[src/rtl/wbq_pkg.sv]
// Shared definitions for the write-back queue: default sizes, the data and
// entry types, and a helper that sizes a stored entry. The optional sequence
// tag is enabled by defining WB_QUEUE_TAG_EN.
package wbq_pkg;

  localparam int WBQ_DW    = 16;
  localparam int WBQ_DEPTH = 8;
  localparam int WBQ_TAG_W = 8;

  typedef logic [WBQ_DW-1:0] wbq_data_t;

  typedef struct packed {
    logic [7:0] tag;
    wbq_data_t  data;
  } wbq_entry_t;

  // Width of one stored entry: data alone, or tag concatenated above data.
  function automatic int wbq_entry_w(input int dw);
`ifdef WB_QUEUE_TAG_EN
    return dw + WBQ_TAG_W;
`else
    return dw;
`endif
  endfunction

endpackage

[src/rtl/wb_queue_if.sv]
// Bundle of the write-back stream, the sink handshake and the status flags.
// master = processor/sink side, slave = the queue itself. Defining
// WB_QUEUE_TAG_EN adds the out_tag sequence field.
interface wb_queue_if
  import wbq_pkg::*;
#(
  parameter int DW    = WBQ_DW,
  parameter int DEPTH = WBQ_DEPTH
);

  localparam int AW = $clog2(DEPTH);

  logic          we;
  logic [DW-1:0] wd;
  logic          out_valid;
  logic [DW-1:0] out_data;
  logic          out_ready;
  logic          full;
  logic          empty;
  logic [AW:0]   count;
  logic          ovf;
  logic          ovf_clr;
`ifdef WB_QUEUE_TAG_EN
  logic [7:0]    out_tag;
`endif

  modport master (
    output we, wd, out_ready, ovf_clr,
    input  out_valid, out_data, full, empty, count, ovf
`ifdef WB_QUEUE_TAG_EN
    , input out_tag
`endif
  );

  modport slave (
    input  we, wd, out_ready, ovf_clr,
    output out_valid, out_data, full, empty, count, ovf
`ifdef WB_QUEUE_TAG_EN
    , output out_tag
`endif
  );

endinterface

[src/rtl/wbq_ram.sv]
// Entry storage for the write-back queue: DEPTH words, one synchronous write
// port and one asynchronous read port. Contents are never reset; validity is
// tracked entirely by the pointers and count in wb_queue.
module wbq_ram #(
  parameter int W     = 16,
  parameter int DEPTH = 8,
  localparam int AW   = $clog2(DEPTH)
) (
  input  logic          clk,
  input  logic          wr_en,
  input  logic [AW-1:0] waddr,
  input  logic [W-1:0]  wdata,
  input  logic [AW-1:0] raddr,
  output logic [W-1:0]  rdata
);

  logic [W-1:0] mem_q [DEPTH];

  // Write the addressed slot on the clock edge when enabled.
  always_ff @(posedge clk) begin
    if (wr_en) begin
      mem_q[waddr] <= wdata;
    end
  end

  assign rdata = mem_q[raddr];

endmodule

[src/rtl/wb_queue.sv]
// Write-back queue: captures every we=1 cycle of the processor's write-back
// stream into a circular FIFO that a sink drains with valid/ready. The
// processor cannot be stalled, so a write arriving while full with no pop is
// dropped and latched in the sticky ovf flag. Defining WB_QUEUE_TAG_EN stores
// an 8-bit sequence number with each entry and exposes it on out_tag.
module wb_queue
  import wbq_pkg::*;
#(
  parameter int DW    = WBQ_DW,
  parameter int DEPTH = WBQ_DEPTH
) (
  input  logic       clk,
  input  logic       rst,
  wb_queue_if.slave  bus
);

  localparam int AW = $clog2(DEPTH);
  localparam int EW = wbq_entry_w(DW);
  localparam logic [AW:0] FULL_CNT = (AW+1)'(DEPTH);

  logic [AW-1:0] wptr_q, wptr_d;
  logic [AW-1:0] rptr_q, rptr_d;
  logic [AW:0]   count_q, count_d;
  logic          ovf_q, ovf_d;

  logic          full;
  logic          empty;
  logic          push;
  logic          pop;
  logic          drop;
  logic [EW-1:0] wr_entry;
  logic [EW-1:0] rd_entry;

  assign full  = (count_q == FULL_CNT);
  assign empty = (count_q == '0);

  // A pop frees the head slot in the same edge, so a full queue can still
  // accept a write when the sink is draining. No bypass while empty.
  assign pop  = ~empty & bus.out_ready;
  assign push = bus.we & (~full | pop);
  assign drop = bus.we & full & ~pop;

`ifdef WB_QUEUE_TAG_EN
  logic [WBQ_TAG_W-1:0] seq_q, seq_d;

  // Sequence number advances on every offered write, dropped or not, so the
  // sink can spot gaps left by overflow.
  always_comb begin
    seq_d = seq_q;
    if (bus.we) begin
      seq_d = seq_q + 1'b1;
    end
  end

  // Sequence counter register.
  always_ff @(posedge clk or posedge rst) begin
    if (rst) begin
      seq_q <= '0;
    end else begin
      seq_q <= seq_d;
    end
  end

  assign wr_entry    = {seq_q, bus.wd};
  assign bus.out_tag = empty ? '0 : rd_entry[EW-1 -: WBQ_TAG_W];
`else
  assign wr_entry = bus.wd;
`endif

  // Next-state for pointers, occupancy and the sticky overflow flag.
  always_comb begin
    wptr_d  = wptr_q;
    rptr_d  = rptr_q;
    count_d = count_q;
    ovf_d   = ovf_q;

    if (push) begin
      wptr_d = wptr_q + 1'b1;
    end
    if (pop) begin
      rptr_d = rptr_q + 1'b1;
    end

    case ({push, pop})
      2'b10:   count_d = count_q + 1'b1;
      2'b01:   count_d = count_q - 1'b1;
      default: count_d = count_q;
    endcase

    // A new drop outranks a clear on the same edge so no overflow is lost.
    if (drop) begin
      ovf_d = 1'b1;
    end else if (bus.ovf_clr) begin
      ovf_d = 1'b0;
    end
  end

  // Control state registers; reset discards all entries immediately.
  always_ff @(posedge clk or posedge rst) begin
    if (rst) begin
      wptr_q  <= '0;
      rptr_q  <= '0;
      count_q <= '0;
      ovf_q   <= 1'b0;
    end else begin
      wptr_q  <= wptr_d;
      rptr_q  <= rptr_d;
      count_q <= count_d;
      ovf_q   <= ovf_d;
    end
  end

  wbq_ram #(
    .W     (EW),
    .DEPTH (DEPTH)
  ) u_ram (
    .clk   (clk),
    .wr_en (push),
    .waddr (wptr_q),
    .wdata (wr_entry),
    .raddr (rptr_q),
    .rdata (rd_entry)
  );

  assign bus.out_valid = ~empty;
  assign bus.out_data  = empty ? '0 : rd_entry[DW-1:0];
  assign bus.full      = full;
  assign bus.empty     = empty;
  assign bus.count     = count_q;
  assign bus.ovf       = ovf_q;

endmodule

[src/flat_wrapper.sv]
// flat-port wrapper written by rule: the top's interface ports become plain ports
module wb_queue_flat import wbq_pkg::*;
#(
  parameter int DW    = WBQ_DW,
  parameter int DEPTH = WBQ_DEPTH
)
  (clk, rst, bus_we, bus_wd, bus_out_ready, bus_ovf_clr, bus_out_valid, bus_out_data, bus_full, bus_empty, bus_count, bus_ovf);
  wb_queue_if #(.DW(DW), .DEPTH(DEPTH)) bus_i ();
  input  logic clk;
  input  logic rst;
  input wire logic [$bits(bus_i.we)-1:0] bus_we;
  input wire logic [$bits(bus_i.wd)-1:0] bus_wd;
  input wire logic [$bits(bus_i.out_ready)-1:0] bus_out_ready;
  input wire logic [$bits(bus_i.ovf_clr)-1:0] bus_ovf_clr;
  output wire logic [$bits(bus_i.out_valid)-1:0] bus_out_valid;
  output wire logic [$bits(bus_i.out_data)-1:0] bus_out_data;
  output wire logic [$bits(bus_i.full)-1:0] bus_full;
  output wire logic [$bits(bus_i.empty)-1:0] bus_empty;
  output wire logic [$bits(bus_i.count)-1:0] bus_count;
  output wire logic [$bits(bus_i.ovf)-1:0] bus_ovf;
  assign bus_i.we = bus_we;
  assign bus_i.wd = bus_wd;
  assign bus_i.out_ready = bus_out_ready;
  assign bus_i.ovf_clr = bus_ovf_clr;
  assign bus_out_valid = bus_i.out_valid;
  assign bus_out_data = bus_i.out_data;
  assign bus_full = bus_i.full;
  assign bus_empty = bus_i.empty;
  assign bus_count = bus_i.count;
  assign bus_ovf = bus_i.ovf;
  wb_queue #(.DW(DW), .DEPTH(DEPTH)) u_core (.clk(clk), .rst(rst), .bus(bus_i));
endmodule
[config.mk]
export PLATFORM = sky130hd
export DESIGN_NAME = wb_queue_flat
export DESIGN_NICKNAME = d
export VERILOG_FILES = /design/src/rtl/wbq_pkg.sv /design/src/rtl/wb_queue_if.sv /design/src/rtl/wbq_ram.sv /design/src/rtl/wb_queue.sv /design/src/flat_wrapper.sv
export SDC_FILE = /design/constraint.sdc
export NUM_CORES = 1
export LEC_CHECK = 0
export CORE_ASPECT_RATIO = 0.6
export CORE_UTILIZATION = 40
export DETAILED_ROUTE_END_ITERATION = 10
export HOLD_SLACK_MARGIN = 0.15
export SYNTH_ARGS = -nofsm -noshare
export SYNTH_HDL_FRONTEND = slang
export SYNTH_SLANG_ARGS = --single-unit
export TNS_END_PERCENT = 5
[constraint.sdc]
create_clock -name clk -period 3.3 [get_ports clk]
set_clock_uncertainty 0.05 [all_clocks]
set_input_delay 0.495 -clock clk [delete_from_list [all_inputs] [get_ports clk]]
set_output_delay 0.495 -clock clk [all_outputs]
set_load 0.05 [all_outputs]
# After elaboration in Yosys (flattened, before gate mapping)
# Memory sizes are Yosys's and may differ from the RTL's.
# Cells that the tools add are included.
# word_totals
register_bits,11
latch_bits,0
ramBits,128
romBits,0
elab_cells,29
memories,1
# op_classes
addsub,4
multipliers,0
div,0
n_lt_le_gt_ge,0
eq_ne,3
shift,0
mux,6
bitwise,8
reduce_logical,3
# mem_list
name,words,width,read_ports,rd_ports_with_merged_regs,write_ports,line,source
u_core.u_ram.mem_q,8,16,1,0,1,wbq_ram.sv:17,logic [W-1:0] mem_q [DEPTH];
# ops
op,count
$mux W16,1
$pmux W4 S2,1
$add A3 B1 Y3 const B,2
$add A4 B1 Y4 const B,1
$and A1 B1 Y1,4
$eq A4 B4 Y1 const B,1
$logic_not A4 Y1,1
$mux W1,4
$reduce_bool A2 Y1,2
$sub A4 B1 Y4 const B,1
$not A1 Y1,3
$eq A2 B1 Y1 const B,1
$eq A2 B2 Y1 const B,1
$or A1 B1 Y1,1

# Longest topological paths before layout
# depth
depth_word,7
ltp_mapped,11
ltp_nobuf,9

# By module
# A second synthesis with hierarchy kept.
# unflattened
cells_unflattened,282
area_unflattened_um2,5799.3
# by_module_without_submodules
module,n_inst,cells_per_inst,area_each_um2,seq_area_each_um2
wbq_ram,1,198,4973.5,3843.7
wb_queue,1,84,825.8,275.3

# Worst setup path after synthesis
# No wires, ideal clock.
# synth_timing
path_kind,reg2reg
start,reg u_core.count_q[1] (netlist: u_core.bus.count[1])
end,"mem u_core.u_ram.mem_q[0][0], enable pin"
arrival_ps,2813
path_slack_ps,7
path_stages_with_launch,6
n_path_buf,2
synth_period_minus_slack_ps,3293
cell_sequence,dfrtp_1 -> buf_6 -> or4b_1 -> clkbuf_1 -> o21ai_4 -> nor4_1
# synth_via
elab_chain_cells,7
elab_cells_between_ends,9
# synth_rtl
element,line,source
"start, declared",wb_queue.sv:23,"logic [AW:0] count_q, count_d;"
"start signal, assigned",wb_queue.sv:108,count_q <= count_d;
$logic_not A4 Y1,wb_queue.sv:35,assign empty = (count_q == '0);
$not A1 Y1,wb_queue.sv:39,assign pop = ~empty & bus.out_ready;
$and A1 B1 Y1,wb_queue.sv:39,
$or A1 B1 Y1 *,wb_queue.sv:40,assign push = bus.we & (~full | pop);
$and A1 B1 Y1 *,wb_queue.sv:40,
$mux W1 *,wbq_ram.sv:21,if (wr_en) begin
$mux W1 (not written as such) *,wbq_ram.sv:22,mem_q[waddr] <= wdata;
"end, declared",wbq_ram.sv:17,
# Mark *: on every way between the ends. The rest lies on a longest branch, timed or not.

# Final worst setup path
# layout_timing
start,reg u_core.count_q[0] (netlist: u_core.bus.count[0])
end,out bus_full
# layout_via
elab_chain_cells,1
# layout_rtl
element,line,source
$eq A4 B4 Y1,wb_queue.sv:34,assign full = (count_q == FULL_CNT);
"end, declared",flat_wrapper.sv:17,output wire logic [$bits(bus_i.full)-1:0] bus_full;
# Every way passes these cells.

==> run_results.csv <==
group,metric,value,unit
outcome,run_status,"complete, no violations",
drt,drt_iter0_markers,144,
synthesis,synth_flop_cell,"edfxtp_1",
synthesis,syn_avg_cell_area,21.3,um2
hold_path,hold_path.class,"input port to asynchronous set/reset pin",
floorplanning,boundaryPins,45,
timing,fin_tns_setup,0,ps
global_routing,grt_use_total,16.1,%
critical_path,crit_path_max_fanout,8,
critical_path,endpoint_kind,"output pin",
place,portBuffers,44,
critical_path,cp_slowest_cell,"clkdlybuf4s50_1",
critical_path,worst-path-stages,3,
critical_path,critPathMaxStageDelay,800,ps
layout,most-common-layout-cells,"128 x edfxtp_1, 32 x mux4_2, 28 x clkdlybuf4s50_1, 17 x clkbuf_16, 16 x buf_12",
floorplanning,core_area,0.0131,mm2
cts,cts-htree-levels,4,
timing,setup_viol,0,
place,place_area,0.00635,mm2
place,gp_congestion,0.674,
synthesis,syn_nets,285,
critical_path,r2r_slack,360,ps
power,internal_power,4.73,mW
synthesis,synth_top_cell_by_area,"edfxtp_1",
cts,cts_hold_buf,0,
critical_path,critical_path_arrival,2480,ps
power,ir_drop,562,uV
layout,final_net_count,347,
cts,cts_tree,"done",
drt,ant_nets,0,
critical_path,cp.required,2750,ps
critical_path,crit_path_cell_trace,"or4b_1 > inv_1 > clkdlybuf4s50_1",
synthesis,synth_edf_count,128,
global_routing,grt_pass1_wl,16100,um
drt,vias,2686,
critical_path,critPathKind,"flop to output pin",
drt,routed_wl,10500,um
floorplanning,num_rows,32,
cts,root_buffer,"clkbuf_16",
power,power_frac_clock,23.9,%
synthesis,synthTopCellsByArea,"edfxtp_1 70%, mux4_2 13%, dfrtp_1 5.0%",
cts,post_cts_resized,0,
timing,worst_pin_slew,532,ps
timing,hold_viol,0,
layout,fin_area,0.00691,mm2
critical_path,critPathBufInv,2,
critical_path,crit_family,"buffers and inverters",
power,total_power,7.41,mW
drt,vias_per_cell,5.33,
synthesis,synthesis.area,0.00551,mm2
timing,worst_slew_margin_rel,64.5,%
global_routing,grt_max_degree,19,
cts,cts_buffers,17,
power,p_sw,2.68,mW
synthesis,ys_types,41,
drt,drtPass1Iterations,5,
critical_path,cp-endpoint,"bus_full",
synthesis,yosys_warnings,0,
place,hpwl,6180,um
global_routing,antenna_found_initial,0,
floorplanning,die-area,0.0143,mm2
floorplanning,die_h,92.9,um
timing,fin_crit_sh,91.5,%
power,p_leak,2.34,nW
floorplanning,die_x,153,um
cts,clkTransAtPathRegs,60,ps
power,swShare,36.2,%
layout,final_layout_size_suffix_gt1_share,34.1,%
critical_path,timing.rr.end,"u_core.bus.count[3]",
cts,post-cts-setup-buffers,0,
global_routing,first_global_vias,2789,
layout,fillers,1041,
timing,holdWs,352,ps
critical_path,start_kind,"flop",
critical_path,reg2reg_depth,6,
synthesis,syn-instance-count,259,
critical_path,critical_path.startpoint,"u_core.bus.count[0]",
timing,max_freq,331,MHz
synthesis,yosys_register_bits,139,
drt,wl_per_cell,20.9,um
timing,finalMaxSlewViolations,0,
timing,rsz0062_at_grt,"false",
critical_path,r2r-start,"u_core.bus.count[0]",
global_routing,grt.overflow.total,0,
synthesis,seq_area_frac_synth,74.8,%
timing,period_needed,3020,ps
synthesis,synthArstFlopShare,7.91,%
floorplanning,start_util,41.9,%
power,power_frac_comb,43.9,%
run,drv_cap,0,
power,seqPwrFrac,32.2,%
cts,insertion_delay,410,ps
layout,n_antenna_cell,0,
synthesis,synth_top_area_share,69.8,%
layout,syn_to_final_growth,25.5,%
power,pwr_density_cell,1070,mW/mm2
cts,cts_buffer_depth,2,
cts,cts_sinks,139,
layout,final_common_cell,"edfxtp_1",
drt,drcViolationCount,0,
## final cells by class
| type | count | area (um2) | share of cell area (%) |
|---|---|---|---|
| sequential | 139 | 4120 | 59.6 |
| multi-input combinational | 97 | 1290 | 18.7 |
| clock inverter | 15 | 126 | 1.83 |
| timing repair buffer | 58 | 706 | 10.2 |
| clock buffer | 17 | 425 | 6.16 |
| inverter | 8 | 30.0 | 0.435 |
| tap | 170 | 213 | 3.08 |
## Yosys cell counts, types with 2 or more instances
cell and count:
o211ai_1 2, a22o_1 10, nor2_1 5, clkbuf_1 6, dfrtp_1 11, ha_1 5
xnor2_1 6, buf_6 3, buf_2 4, edfxtp_1 128, a22o_2 6, nand2_1 2
mux4_2 32, nor3_1 4, mux2_2 2, inv_1 7, nand2b_1 2
## power by group through the flow
stage / combinational [mW] / sequential [mW] / clock (mW)
after floorplan: 1.94 / 2.47 / 0
after global placement: 3.25 / 2.40 / 0
after detailed placement: 3.29 / 2.42 / 0
after CTS: 3.30 / 2.39 / 1.81
after global routing: 3.42 / 2.42 / 1.88
final: 3.25 / 2.39 / 1.77
## worst min-delay path by stage
stage / startpoint / end / cells after the start
after detailed placement: u_core.rptr_q[2] / u_core.rptr_q[2] / 1
final: rst / u_core.bus.count[2] / 2
after CTS: rst / u_core.bus.count[0] / 2
after floorplan: rst / u_core.bus.count[0] / 1
after global routing: rst / u_core.wptr_q[2] / 2
after global placement: u_core.rptr_q[2] / u_core.rptr_q[2] / 1
## worst reg2reg max path: stages (launching register included)
cell       delay (ps)
dfrtp_1           480
or4b_1            690
o21ai_4           220
ha_1              280
or3b_2            480
a2111oi_0         430
o221ai_1          180
## registers in the layout, summed over array words and instances (netlist names)
register	flops
u_core.u_ram.mem_q	128
u_core.bus.count	4
u_core.rptr_q	3
u_core.wptr_q	3
u_core.bus.ovf	1
## layer usage
metal | routed length (um) | track usage (%) | up-vias
met5 | 0 | 0 | -
met4 | 72 | 5.08 | 0
met3 | 594 | 5.15 | 7
met2 | 5080 | 25.4 | 74
met1 | 4780 | 21.3 | 1399
li1 | - | - | 1206
## stage by stage
stage | instances | util [%] | worst slack [ps]
after CTS | 503 | 52.6 | 214
after floorplan | 259 | - | 6.52
after global routing | 504 | 52.6 | 130
final | 504 | 52.6 | 279
after detailed placement | 471 | 48.4 | 231
after global placement | 471 | 48.4 | 324
## cells by family after synthesis
logic type,synth area share (%)
AND/OR/NAND/NOR,2.55
XOR/XNOR,1.11
multiplexers,13.9
buffers and inverters,2.27
adder cells (fa/ha/maj),1.14
flip-flops,74.8
AO/OA/AOI/OAI,4.25
(Power assumes the default switching activity.)
